$ cat src/rtl/tone_synth.sv
// Square-wave tone generator: a phase accumulator advances once per sample
// tick. The sign of the output follows the accumulator MSB. Pitch changes are
// taken only at phase wrap. Samples leave through a valid/ready handshake, and
// a sticky flag records any sample dropped under backpressure.
module tone_synth #(
    parameter int width_p     = 32,
    parameter int div_p       = 1024,
    parameter int amp_width_p = 12,
    parameter int amp_p       = 1000
) (
    input  logic                   clk_i,
    input  logic                   reset_ni,
    input  logic [width_p-1:0]     fstep_i,
    input  logic                   ready_i,
    output logic [amp_width_p-1:0] sample_o,
    output logic                   valid_o,
    output logic                   active_o,
    output logic                   overrun_o
);

    localparam int cnt_w = (div_p > 1) ? $clog2(div_p) : 1;
    localparam logic [amp_width_p-1:0] amp_pos = amp_width_p'(amp_p);
    localparam logic [amp_width_p-1:0] amp_neg = amp_width_p'(-amp_p);

    typedef enum logic {
        SILENT = 1'b0,
        PLAY   = 1'b1
    } state_t;

    logic [cnt_w-1:0]       div_cnt;
    logic                   tick;
    state_t                 state, state_nxt;
    logic [width_p-1:0]     phase, phase_nxt;
    logic [width_p-1:0]     step_active, step_nxt;
    logic [width_p:0]       sum;
    logic [amp_width_p-1:0] sample_nxt;

    assign tick     = (div_cnt == cnt_w'(div_p - 1));
    assign active_o = (state == PLAY);

    // Free-running sample-rate divider, independent of state and handshake.
    always_ff @(posedge clk_i or negedge reset_ni) begin
        // NOTE: registers are written with <= so every flop samples pre-edge values.
        if (!reset_ni)
            div_cnt <= '0;
        else if (tick)
            div_cnt <= '0;
        else
            div_cnt <= div_cnt + cnt_w'(1);
    end

    // Next phase, step, state and candidate sample for the coming tick.
    always_comb begin
        // NOTE: every output of this block gets a default first, so no path infers a latch.
        state_nxt  = state;
        phase_nxt  = phase;
        step_nxt   = step_active;
        sample_nxt = '0;
        sum        = {1'b0, phase} + {1'b0, step_active};
        case (state)
            SILENT: begin
                if (fstep_i != '0) begin
                    step_nxt   = fstep_i;
                    phase_nxt  = fstep_i;
                    state_nxt  = PLAY;
                    sample_nxt = fstep_i[width_p-1] ? amp_neg : amp_pos;
                end else begin
                    phase_nxt = '0;
                end
            end
            PLAY: begin
                if (!sum[width_p]) begin
                    // Mid-cycle: keep the current pitch, ignore fstep_i.
                    phase_nxt  = sum[width_p-1:0];
                    sample_nxt = sum[width_p-1] ? amp_neg : amp_pos;
                end else if (fstep_i != '0) begin
                    // Wrap: a new step is loaded and used from the next tick.
                    phase_nxt  = sum[width_p-1:0];
                    step_nxt   = fstep_i;
                    sample_nxt = sum[width_p-1] ? amp_neg : amp_pos;
                end else begin
                    // Wrap with a zero step: the note ends cleanly.
                    phase_nxt = '0;
                    state_nxt = SILENT;
                end
            end
            default: state_nxt = SILENT;
        endcase
    end

    // Oscillator state advances on every tick, even while output is stalled.
    always_ff @(posedge clk_i or negedge reset_ni) begin
        if (!reset_ni) begin
            state       <= SILENT;
            phase       <= '0;
            step_active <= '0;
        end else if (tick) begin
            state       <= state_nxt;
            phase       <= phase_nxt;
            step_active <= step_nxt;
        end
    end

    // Output handshake: load on tick when the slot is free, otherwise drop and flag.
    always_ff @(posedge clk_i or negedge reset_ni) begin
        if (!reset_ni) begin
            sample_o  <= '0;
            valid_o   <= 1'b0;
            overrun_o <= 1'b0;
        end else if (tick) begin
            if (!valid_o || ready_i) begin
                sample_o <= sample_nxt;
                valid_o  <= 1'b1;
            end else begin
                overrun_o <= 1'b1;
            end
        end else if (valid_o && ready_i) begin
            valid_o <= 1'b0;
        end
    end

endmodule

$ cat config.mk
export PLATFORM = sky130hd
export DESIGN_NAME = tone_synth
export DESIGN_NICKNAME = d
export VERILOG_FILES = /design/src/rtl/tone_synth.sv
export SDC_FILE = /design/constraint.sdc
export NUM_CORES = 1
export LEC_CHECK = 0
export ABC_AREA = 1
export CORE_MARGIN = 2
export CORE_UTILIZATION = 54
export CTS_CLUSTER_SIZE = 24
export DETAILED_ROUTE_END_ITERATION = 8
export GPL_TIMING_DRIVEN = 0
export PLACE_DENSITY = 0.9
export SETUP_SLACK_MARGIN = 0.2
export SLEW_MARGIN = 40
export SYNTH_ARGS = -nofsm -noshare
export SYNTH_HDL_FRONTEND = slang
export SYNTH_SLANG_ARGS = --single-unit
$ cat constraint.sdc
create_clock -name clk_i -period 2.1 [get_ports clk_i]
set_input_delay 0.21 -clock clk_i [delete_from_list [all_inputs] [get_ports clk_i]]
set_output_delay 0.21 -clock clk_i [all_outputs]
set_load 0.01 [all_outputs]
Yosys cells after proc, flatten, opt, wreduce, memory -nomap -nowiden

Index checks and enable logic that the tools add are counted.
W data, S select, Z words.

Logic and storage cells: 43
Memories kept: 0
Input port bits: 35
Bits in writable memories: 0
Bits in latches: 0
Bits in registers: 89
Memory bits (read-only): 0

Reductions and logical operators: 9
Add/subtract/negate cells: 2
Shifts and indexed selects: 0
$mul: 0
Magnitude comparators: 0
Equal/unequal tests: 3
Bitwise gates (word level): 2
Muxes and demuxes: 20
Div/mod/pow operators: 0

Operator list:

| operator                | number |
|---|---|
| $mux W32                | 5 |
| $pmux W32 S2            | 2 |
| $mux W12                | 5 |
| $add A32 B32 Y33        | 1 |
| $reduce_bool A32 Y1     | 1 |
| $pmux W12 S2            | 1 |
| $add A10 B1 Y10 const B | 1 |
| $eq A10 B10 Y1 const B  | 1 |
| $mux W10                | 1 |
| $reduce_and A2 Y1       | 4 |
| $mux W1                 | 5 |
| $ne A2 B1 Y1 const B    | 2 |
| $not A1 Y1              | 2 |
| $pmux W1 S2             | 1 |
| $reduce_bool A2 Y1      | 1 |
| $logic_and A1 B1 Y1     | 1 |
| $logic_not A1 Y1        | 1 |
| $logic_or A1 B1 Y1      | 1 |

Logic depth before layout (Yosys ltp)

Depth in word-level cells: 5
Depth in mapped cells: 15
Gate-level depth less buffers: 15

Worst setup path before layout

No wires, ideal clock.

Path type: flip-flop to flip-flop
From: reg phase[0]
To: reg phase[25]
Clock period less this slack: 1.996 ns
Arrival: 1.919 ns
Library setup time: 0.078 ns
Setup slack: 0.104 ns
Stages on the path, launching flop included: 15
Data required time: 2.022 ns
Cell sequence: dfrtp_1 > ha_1 > fa_1 > nand2_1 > nand2_1 > nand3_1 > nand2_2 > nand2_2 > nand2_2 > nand2_2 > nand2_4 > nand2_4 > buf_6 > nand3_1 > a21boi_1

Cells in the longest elaborated chain, start to end: 4

Ends and longest elaborated chain:

| element                | RTL line | RTL |
|---|---|---|
| from (decl)            | 33       | `logic [width_p-1:0] phase, phase_nxt;` |
| from (signal assigned) | 99       | `phase <= phase_nxt;` |
| $add A32 B32 Y33 (*)   | 59       | `sum = {1'b0, phase} + {1'b0, step_active};` |
| $mux W32               | 76       | `end else if (fstep_i != '0) begin` |
| $mux W32 (*)           | 72       | `if (!sum[width_p]) begin` |
| $pmux W32 S2 (*)       | 60       | `case (state)` |

Every way passes the cells marked *; elsewhere a longest branch is shown, timed or not.
A chain may end at the register's enable or synchronous reset.

Worst setup path after layout

From: reg phase[0]
To: reg phase[15]

Same word-level chain as after synthesis.

==> run_results.csv <==
group,metric,value,unit
status,outcome,"complete, but fails checks",
status,violations_in_the_final_reports,"negative setup slack",
synthesis,synth_ff_type,"sky130_fd_sc_hd__dfrtp_1",
synthesis,synth_largest_type_area_fraction,32.6,%
synthesis,synth_sequential_area_ratio,32.6,%
layout,final_core_utilization,73.6,%
grt,grt_usage,28.1,%
worst_setup_path,startpoint,"phase[0]",
worst_setup_path,r2r-end,"phase[15]",
floorplan,core_region_area,11000,um^2
placement,detailed_placement_wirelength_estimate,11.7,mm
clock_tree,clk_latency,0.35,ns
detailed_routing,antenna_violating_nets_post_route,0,
worst_setup_path,timing.critical_path.fanout_max,7,
timing,relSlewSlack,58.9,%
worst_setup_path,rrSetupSlack,-0.1,ns
floorplan,design.die.area,12200,um^2
layout,area_growth_syn_to_layout,31.8,%
worst_setup_path,timing.critical_path.arrival,2.47,ns
timing,finalCritPeriodShare,105,%
detailed_routing,drtPass1Iterations,5,
layout,finish.cell_count_without_fillers,1079,
grt,grt_start_max_net_pins,46,
timing,finalCriticalPeriod,2.20,ns
synthesis,synth_top_cells_by_area,"sky130_fd_sc_hd__dfrtp_1 33%, sky130_fd_sc_hd__nand2_1 16%, sky130_fd_sc_hd__inv_1 8.4%",
clock_tree,cts_root_buf,"sky130_fd_sc_hd__clkbuf_16",
floorplan,initial_standard_cell_utilization_of_the_core,55.8,%
floorplan,die_height,111,um
synthesis,postSynthRegisterBits,80,
timing,finalHoldViolations,0,
synthesis,yosysUniqueCellTypes,40,
synthesis,synthesized_cell_area,6130,um^2
placement,portBuffers,46,
timing,maxClockFrequency,455,MHz
timing,worst_slew_pin_slew,0.617,ns
layout,layout-drive-gt1-share,25.2,%
detailed_routing,drt_first_iter_violations,531,
synthesis,synth_enable_flop_cells,0,
synthesis,netlist_instances,854,
detailed_routing,drt-total-wl,17.9,mm
clock_tree,cts-buffers-inserted,9,
clock_tree,cts.sink_count,80,
layout,mostFrequentLayoutCells,"240 x sky130_fd_sc_hd__nand2_1, 138 x sky130_fd_sc_hd__inv_1, 80 x sky130_fd_sc_hd__dfrtp_1",
worst_setup_path,class_of_the_most_critical_setup_path,"flop to flop",
synthesis,async_reset_ff_share,100,%
worst_setup_path,cp_data_required_time,2.37,ns
detailed_routing,route.met2.wl,8.80,mm
hold_path,worst_hold_path_type,"primary input to async pin",
timing,setup_viol,40,
layout,antenna_cells_inserted,0,
synthesis,synthesis.area_per_instance,7.18,um^2
floorplan,pin_count,50,
timing,worst_slack,-0.0963,ns
timing,clock_skew,0.00557,ns
placement,gp_congestion,0.981,
timing,max_slew_violation_count,0,
layout,layout.cells.most_common,"sky130_fd_sc_hd__nand2_1",
worst_setup_path,critical_path.endpoint_type,"flop",
floorplan,die_x,111,um
worst_setup_path,path_depth_of_the_worst_reg2reg_path,15,
layout,design.final.nets,1003,
worst_setup_path,critPathLaunchType,"flop",
clock_tree,cts.htree.levels,3,
power_and_ir_drop,vdd_ir_drop_max,0.000451,V
detailed_routing,detailroute.wirelength.met3,1.07,mm
detailed_routing,dr_total_vias,5927,
grt,vias_in_the_first_global_route,5859,
floorplan,std_cell_rows,38,
synthesis,synth-warning-count,0,
detailed_routing,remaining_drc_errors,0,
grt,grt-ovfl-total,0,
synthesis,yosysTopAreaCell,"sky130_fd_sc_hd__dfrtp_1",
timing,whs,0.327,ns
detailed_routing,routed_wire_length_per_instance,16.5,um
power_and_ir_drop,leakage,4.20,nW
run,max_cap_viol_count,0,
power_and_ir_drop,power_density,400,nW/um^2
placement,placed_cells_incl_taps,1043,
timing,rsz_0062_raised_after_global_routing,"true",
grt,grt_antenna_before_repair,0,
clock_tree,cts_max_path_buffers,2,
detailed_routing,m1WireLength,7.58,mm
worst_setup_path,worstReg2RegStart,"phase[0]",
detailed_routing,top_layer_in_use,"met4",
grt,grt_first_pass_wirelength,28.0,mm
clock_tree,clk_pin_slew_worst_paths,0.06,ns
worst_setup_path,critPathCapture,"phase[15]",
clock_tree,tritoncts_clock_tree,"built",
detailed_routing,detail_route.vias_per_cell,5.49,
==> where the power goes <==
part | internal (mW) | total, mW | switching (mW)
Clock | 0.811 | 1.51 | 0.696
Sequential | 1.54 | 1.55 | 0.00284
Combinational | 0.0899 | 0.179 | 0.0891
==> per-layer routing <==
metal / GRT usage, % / vias to the layer above
met5: 0 / -
met4: 10.5 / 0
met3: 5.05 / 40
met2: 46.4 / 222
met1: 37.0 / 2830
li1: - / 2835
==> cell type report <==
class                   count  area (um^2)
clock inverters             7         52.6
clock buffers               9          225
inverters                 143          542
multi-input cells         606         4110
repair buffers             67          721
well taps                 140          175
flip-flops and latches     80         2000
plain buffers              27          254
fillers                   786         2900
==> how the worst min path moves through the flow <==
stage / start / end / slack, ns / cells after the start
after global placement: overrun_o / overrun_o / 0.46 / 1
after floorplan: reset_ni / active_o / -0.09 / 0
after CTS: reset_ni / phase[12] / 0.33 / 2
final: reset_ni / step_active[19] / 0.33 / 2
after detailed placement: reset_ni / step_active[19] / 0.13 / 1
after global routing: reset_ni / step_active[18] / 0.38 / 2
==> cell usage after synthesis (2+ instances only) <==
cell type	count
sky130_fd_sc_hd__or2_2	17
sky130_fd_sc_hd__nand3_1	35
sky130_fd_sc_hd__o21ai_2	30
sky130_fd_sc_hd__buf_6	10
sky130_fd_sc_hd__o21bai_1	8
sky130_fd_sc_hd__nand3b_1	9
sky130_fd_sc_hd__ha_1	33
sky130_fd_sc_hd__a21oi_1	55
sky130_fd_sc_hd__o21ai_1	5
sky130_fd_sc_hd__nor2_1	53
sky130_fd_sc_hd__inv_2	5
sky130_fd_sc_hd__a2bb2oi_1	9
sky130_fd_sc_hd__nand2_2	7
sky130_fd_sc_hd__buf_4	11
sky130_fd_sc_hd__xnor2_1	3
sky130_fd_sc_hd__nand4_1	11
sky130_fd_sc_hd__nand2_1	269
sky130_fd_sc_hd__a21boi_1	11
sky130_fd_sc_hd__clkbuf_1	5
sky130_fd_sc_hd__a21boi_0	3
sky130_fd_sc_hd__nand2_4	4
sky130_fd_sc_hd__nor3_1	4
sky130_fd_sc_hd__xor2_1	16
sky130_fd_sc_hd__inv_1	138
sky130_fd_sc_hd__nor2_4	2
sky130_fd_sc_hd__dfrtp_1	80
sky130_fd_sc_hd__a2bb2oi_2	8
==> logic make-up after synthesis <==
family | synth area share, %
buffers and inverters | 12.3
AOI/OAI and AO/OA | 15.6
adders and majority gates | 7.06
and+or+nand+nor | 29.6
other | 0.0612
xor gates and xnor gates | 2.71
DFF | 32.6
==> flip-flops by register name, summed over array words and instances, names as in the netlist <==
signal       count
sample_o         3
div_cnt         10
overrun_o        1
active_o         1
step_active     32
phase           32
valid_o          1
==> per-stage QoR <==
step,power (mW),instance area [um^2],setup TNS [ns],setup slack (ns)
after global routing,3.33,8080,-6.75,-0.178
after floorplan,1.62,6140,0,0.192
after detailed placement,1.75,6810,-2.87,-0.203
final,3.23,8080,-1.27,-0.0963
after global placement,1.74,6780,-158.98,-1.98
after CTS,3.24,7710,-0.126,-0.0354
==> what timing repair did <==
action / 4_1_cts / 5_1_grt
endpoints found under the hold margin: 35 / 0
hold buffers: 1 / 0
pin swaps: 18 / 24
gates resized for setup: 77 / 63
gates cloned: 1 / 1
setup endpoints to repair: 69 / 69
buffers inserted: 12 / 5
==> worst max-delay path, cell delays in order (launching register included) <==
cell and delay [ns]:
sky130_fd_sc_hd__dfrtp_1 0.39, sky130_fd_sc_hd__ha_2 0.19, sky130_fd_sc_hd__fa_2 0.35, sky130_fd_sc_hd__nand2_2 0.10, sky130_fd_sc_hd__nand2_2 0.08, sky130_fd_sc_hd__nand3_2 0.08, sky130_fd_sc_hd__nand2_2 0.07, sky130_fd_sc_hd__nand2_2 0.08
sky130_fd_sc_hd__nand2_4 0.07, sky130_fd_sc_hd__nand2_4 0.06, sky130_fd_sc_hd__nand2_4 0.07, sky130_fd_sc_hd__nand2_8 0.13, sky130_fd_sc_hd__buf_8 0.14, sky130_fd_sc_hd__buf_12 0.11, sky130_fd_sc_hd__nand2_4 0.04, sky130_fd_sc_hd__a2bb2oi_2 0.15
(Power assumes the default switching activity.)
